===== src/rtl/pong_pkg.sv =====
// rtl/pong_pkg.sv - shared screen geometry, paddle constants and plot FSM states
package pong_pkg;

    localparam int SCREEN_W = 320;
    localparam int SCREEN_H = 240;
    localparam int XW       = 9;
    localparam int YW       = 8;
    localparam int X_LEFT   = 0;
    localparam int X_RIGHT  = 310;
    localparam int Y_TOP    = 0;
    localparam int Y_BOTTOM = 230;
    localparam int STEP     = 10;

    typedef enum logic [1:0] {
        IDLE      = 2'd0,
        ERASE_REQ = 2'd1,
        UPDATE    = 2'd2,
        DRAW_REQ  = 2'd3
    } plot_state_t;

endpackage


===== src/rtl/upstate_ctrl_if.sv =====
// rtl/upstate_ctrl_if.sv - paddle plot request/acknowledge bundle towards the plot engine
interface upstate_ctrl_if;
    import pong_pkg::*;

    logic          plot_req;
    logic          plot_ack;
    logic          plot_erase;
    logic [XW-1:0] x;
    logic [YW-1:0] y;

    modport master (output plot_req, output plot_erase, output x, output y, input plot_ack);
    modport slave  (input plot_req, input plot_erase, input x, input y, output plot_ack);

endinterface


===== src/rtl/upstate_ctrl.sv =====
// rtl/upstate_ctrl.sv - moves a paddle up one step per request, erasing then redrawing it
module upstate_ctrl
    import pong_pkg::*;
#(
    parameter int STEP_PX  = STEP,
    parameter int Y_TOP_PX = Y_TOP,
    parameter int Y_RESET  = 110,
    parameter int X_R      = X_RIGHT,
    parameter int X_L      = X_LEFT
) (
    input  logic              clk,
    input  logic              resetn,
    input  logic              player,
    input  logic              move_up,
    input  logic [YW-1:0]     y_in,
    input  logic              load,
    upstate_ctrl_if.master    pif,
    output logic              at_top,
    output logic              busy
);

    localparam logic [XW-1:0] X_R_V   = XW'(X_R);
    localparam logic [XW-1:0] X_L_V   = XW'(X_L);
    localparam logic [YW-1:0] Y_RST_V = YW'(Y_RESET);
    localparam logic [YW-1:0] Y_TOP_V = YW'(Y_TOP_PX);
    localparam logic [8:0]    STEP9   = 9'(STEP_PX);
    localparam logic [8:0]    LIMIT9  = 9'(Y_TOP_PX + STEP_PX);

    plot_state_t   state;
    logic [YW-1:0] y_q;
    logic          req_q;
    logic          erase_q;
    logic          pending;
    logic [8:0]    y_ext;

    assign y_ext          = {1'b0, y_q};
    assign pif.x          = player ? X_R_V : X_L_V;
    assign pif.y          = y_q;
    assign pif.plot_req   = req_q;
    assign pif.plot_erase = erase_q;

    always_ff @(posedge clk) begin
        if (!resetn) begin
            state   <= IDLE;
            y_q     <= Y_RST_V;
            req_q   <= 1'b0;
            erase_q <= 1'b0;
            busy    <= 1'b0;
            pending <= 1'b0;
            at_top  <= 1'b0;
        end else begin
            // Deliberately lags y by one cycle so it reflects the committed position.
            at_top <= (y_q == Y_TOP_V);
            case (state)
                IDLE: begin
                    if (load) begin
                        y_q <= y_in;
                    end else if (move_up || pending) begin
                        pending <= 1'b0;
                        if (!at_top) begin
                            state   <= ERASE_REQ;
                            req_q   <= 1'b1;
                            erase_q <= 1'b1;
                            busy    <= 1'b1;
                        end
                    end
                end
                ERASE_REQ: begin
                    if (move_up) pending <= 1'b1;
                    if (pif.plot_ack) begin
                        state   <= UPDATE;
                        req_q   <= 1'b0;
                        erase_q <= 1'b0;
                    end
                end
                UPDATE: begin
                    if (move_up) pending <= 1'b1;
                    // Widened compare keeps the step from wrapping past the top.
                    y_q   <= (y_ext >= LIMIT9) ? YW'(y_ext - STEP9) : Y_TOP_V;
                    state <= DRAW_REQ;
                    req_q <= 1'b1;
                end
                DRAW_REQ: begin
                    if (move_up) pending <= 1'b1;
                    if (pif.plot_ack) begin
                        state <= IDLE;
                        req_q <= 1'b0;
                        busy  <= 1'b0;
                    end
                end
                default: state <= IDLE;
            endcase
        end
    end

endmodule

===== src/flat_wrapper.sv =====
// flat-port wrapper written by rule: the top's interface ports become plain ports
module upstate_ctrl_flat import pong_pkg::*;
#(
    parameter int STEP_PX  = STEP,
    parameter int Y_TOP_PX = Y_TOP,
    parameter int Y_RESET  = 110,
    parameter int X_R      = X_RIGHT,
    parameter int X_L      = X_LEFT
)
  (clk, resetn, player, move_up, y_in, load, at_top, busy, pif_plot_req, pif_plot_erase, pif_x, pif_y, pif_plot_ack);
  upstate_ctrl_if pif_i ();
  input  logic clk;
  input  logic resetn;
  input  logic player;
  input  logic move_up;
  input  logic [YW-1:0] y_in;
  input  logic load;
  output logic at_top;
  output logic busy;
  output wire logic [$bits(pif_i.plot_req)-1:0] pif_plot_req;
  output wire logic [$bits(pif_i.plot_erase)-1:0] pif_plot_erase;
  output wire logic [$bits(pif_i.x)-1:0] pif_x;
  output wire logic [$bits(pif_i.y)-1:0] pif_y;
  input wire logic [$bits(pif_i.plot_ack)-1:0] pif_plot_ack;
  assign pif_plot_req = pif_i.plot_req;
  assign pif_plot_erase = pif_i.plot_erase;
  assign pif_x = pif_i.x;
  assign pif_y = pif_i.y;
  assign pif_i.plot_ack = pif_plot_ack;
  upstate_ctrl #(.STEP_PX(STEP_PX), .Y_TOP_PX(Y_TOP_PX), .Y_RESET(Y_RESET), .X_R(X_R), .X_L(X_L)) u_core (.clk(clk), .resetn(resetn), .player(player), .move_up(move_up), .y_in(y_in), .load(load), .pif(pif_i), .at_top(at_top), .busy(busy));
endmodule

===== config.mk =====
export PLATFORM = sky130hd
export DESIGN_NAME = upstate_ctrl_flat
export DESIGN_NICKNAME = d
export VERILOG_FILES = /design/src/rtl/pong_pkg.sv /design/src/rtl/upstate_ctrl_if.sv /design/src/rtl/upstate_ctrl.sv /design/src/flat_wrapper.sv
export SDC_FILE = /design/constraint.sdc
export NUM_CORES = 1
export LEC_CHECK = 0
export CAP_MARGIN = 20
export CORE_MARGIN = 4
export CORE_UTILIZATION = 43
export CTS_BUF_LIST = sky130_fd_sc_hd__clkbuf_4 sky130_fd_sc_hd__clkbuf_8 sky130_fd_sc_hd__clkbuf_16
export DETAILED_ROUTE_END_ITERATION = 10
export PLACE_DENSITY_LB_ADDON = 0.08
export RECOVER_POWER = 100
export SYNTH_ARGS = -nofsm -noshare
export SYNTH_HDL_FRONTEND = slang
export SYNTH_SLANG_ARGS = --single-unit

===== constraint.sdc =====
create_clock -name clk -period 2.05 [get_ports clk]
set_clock_uncertainty 0.1 [all_clocks]
set_input_delay 0.205 -clock clk [delete_from_list [all_inputs] [get_ports clk]]
set_output_delay 0.205 -clock clk [all_outputs]
set_load 0.1 [all_outputs]

==> results.py <==
metrics = {
    "status": {
        "status": "finished, final reports clean",
    },
    "clock_tree": {
        "clock_path_buffers": 2,
        "clock_latency_ns": 0.29,
        "cts_buffers": 3,
        "cts_tree": "done",
        "path_clk_slew_ns": 0.10,
        "h-tree-depth": 1,
        "cts_setup_buffers": 0,
        "cts-resized-gates": 0,
        "root_buffer": "clkbuf_4",
        "numClockSinks": 15,
        "cts_hold_buf": 0,
    },
    "sta": {
        "slew_headroom_pct": 64.1,
        "fin_crit_sh_pct": 90.4,
        "fin_setup_tns_ns": 0,
        "timing.hold.ws_ns": 0.310,
        "slew_violations": 0,
        "fin_crit_ns": 1.85,
        "worst_pin_slew_ns": 0.541,
        "rsz0062_at_grt": "false",
        "fmax_mhz": 540,
        "finalHoldViolations": 0,
        "setup_viol": 0,
    },
    "placement": {
        "hpwlAfterDp_mm": 1.75,
        "io_buffers": 24,
        "gp_congestion": 0.851,
        "place_area_sq_um": 1170,
        "placed_cells": 162,
    },
    "final_layout": {
        "drive_above_1_share_pct": 22.3,
        "final_cells": 166,
        "n_antenna_cell": 0,
        "nNetsFinal": 159,
        "area_growth_pct": 21.3,
        "final_cell_area_sq_um": 1160,
    },
    "synth": {
        "synthDistinctLibCells": 43,
        "syn-cell-area_sq_um": 956,
        "avgSynthCellArea_sq_um": 8.31,
        "ys_seq_area_share_pct": 31.4,
        "synth_edf_count": 0,
        "ys_async_sr_fraction_pct": 0,
        "synthTopCellsByArea": "dfxtp_1 31%, buf_4 7.1%, ha_1 6.5%, a21oi_1 4.2%, nor2_1 3.9%",
        "netlist.area_leader.share_pct": 31.4,
        "yosys_register_bits": 15,
        "yosys_warnings": 0,
        "synth_top_area_cell": "dfxtp_1",
        "synthFlopType": "dfxtp_1",
        "synth_cells": 115,
    },
    "die": {
        "placementRows": 16,
        "io-pin-count": 35,
        "core_area_sq_um": 2040,
        "initial_core_util_pct": 46.8,
        "dieArea_sq_um": 3040,
        "die_w_microns": 55.2,
        "fp.dieH_microns": 55.2,
    },
    "power": {
        "power_density_nw_per_um2": 1660,
        "leakagePower_uw": 0.000494,
        "p_total_uw": 1920,
        "ir_worst_vdd_uv": 933,
    },
    "grt": {
        "grt_start_max_net_pins": 12,
        "grt_pass1_wl_mm": 3.71,
        "antenna_found_initial": 0,
        "grt-ovfl-total": 0,
        "first_global_vias": 827,
        "track_usage_pct": 17.6,
    },
    "routing": {
        "drc": 0,
        "final_antenna_net_count": 0,
        "vias_per_cell": 5.50,
        "drt_wl_total_mm": 2.27,
        "post_drt_wl_per_cell_microns": 13.7,
        "drt-initial-drc-count": 32,
        "vias": 913,
        "firstDrtPassIters": 4,
    },
    "critical_path": {
        "r2r_slack_ns": 0.20,
        "arrival_ns": 1.95,
        "startpoint_type": "flop",
        "worst-endpoint-required_ns": 2.14,
        "critical_path_class": "reg2reg",
        "cp_max_fo": 6,
        "endpoint_kind": "flop",
    },
    "run": {
        "cap_violations": 0,
    },
    "min_path": {
        "min_path_type": "in2out",
    },
}
synth_stat cells (2+ instances only):
master / n
and2_1: 2
inv_1: 8
o21a_1: 2
nor4_1: 3
or4_1: 2
clkbuf_1: 2
a31o_2: 2
nor3_1: 3
nand2_1: 7
nor2_1: 10
ha_1: 5
a221oi_1: 2
a31oi_1: 2
a21oi_1: 8
dfxtp_1: 15
buf_4: 9
o21ai_0: 7
critical path: stages, from the launching register on:
cell and delay, ns:
dfxtp_1 0.34, inv_1 0.10, ha_1 0.19, mux2i_1 0.45, nor2_1 0.17, and2_0 0.19
a211o_1 0.22
routing by layer:
metal  share of wire (%)  global-route usage (%)
met5                   0                       0
met4                 2.7                    10.1
met3                 8.0                    5.90
met2                  42                    25.8
met1                  47                    22.2
cells by family after synthesis:
family / count (synthesis) / share of synthesized area (%)
buffers and inverters: 21 / 12.6
DFF: 15 / 31.4
other: 1 / 0.392
adders and majority gates: 5 / 6.54
AOI/OAI and AO/OA: 36 / 27.8
muxes: 2 / 2.23
and+or+nand+nor: 35 / 19.1
power breakdown:
group	internal (uW)	switching (uW)
combinational	323	920
sequential	391	113
clock	72.7	102
total	787	1130
final cells by class:
| type | count | area [sq um] |
|---|---|---|
| tap | 27 | 33.8 |
| clock buffer | 3 | 22.5 |
| multi-input combinational | 82 | 547 |
| sequential | 15 | 303 |
| fill | 234 | 882 |
| clock inverter | 1 | 5.00 |
| timing repair buffer | 29 | 215 |
| inverter | 9 | 33.8 |
path summary, 6_finish.rpt:
kind	from	to	depth (start not counted)
setup / recovery	u_core.state[0]$_SDFFE_PN0P_	u_core.pif.y[3]$_SDFFE_PN1P_	6
hold / removal	player	pif_x[8]	0
setup reg to reg	u_core.state[0]$_SDFFE_PN0P_	u_core.pif.y[3]$_SDFFE_PN1P_	6
hold reg to reg	u_core.pif.y[0]$_SDFFE_PN0P_	u_core.at_top$_SDFF_PN0_	1
placed cells by master, fill, tap and decap left out, drive strengths merged, types with 2 or more instances in the layout:
master and n:
clkbuf 16, a31oi 2, a221oi 2, ha 5, clkdlybuf4s50 12, nor3 3
nand2 7, a21o 2, conb 4, buf 4, or4 3, o21a 2
o21ai 8, nor4 3, inv 8, and2 2, a31o 2, nor2 10
clkinv 2, dfxtp 15, a21oi 8
sequential cells by signal (all words and copies together), names as in the netlist:
signal,cells
u_core.at_top,1
u_core.busy,1
u_core.pending,1
u_core.pif.plot_erase,1
u_core.pif.plot_req,1
u_core.pif.y,8
u_core.state,2
metrics by stage:
stage	utilization [%]	setup WS (ns)
after CTS	58.5	0.176
after global routing	56.8	0.0102
final	56.8	0.198
after detailed placement	57.1	0.208
after global placement	57.1	0.271
after floorplan	-	0.00639
No activity file was read; power rests on OpenSTA's default activity.
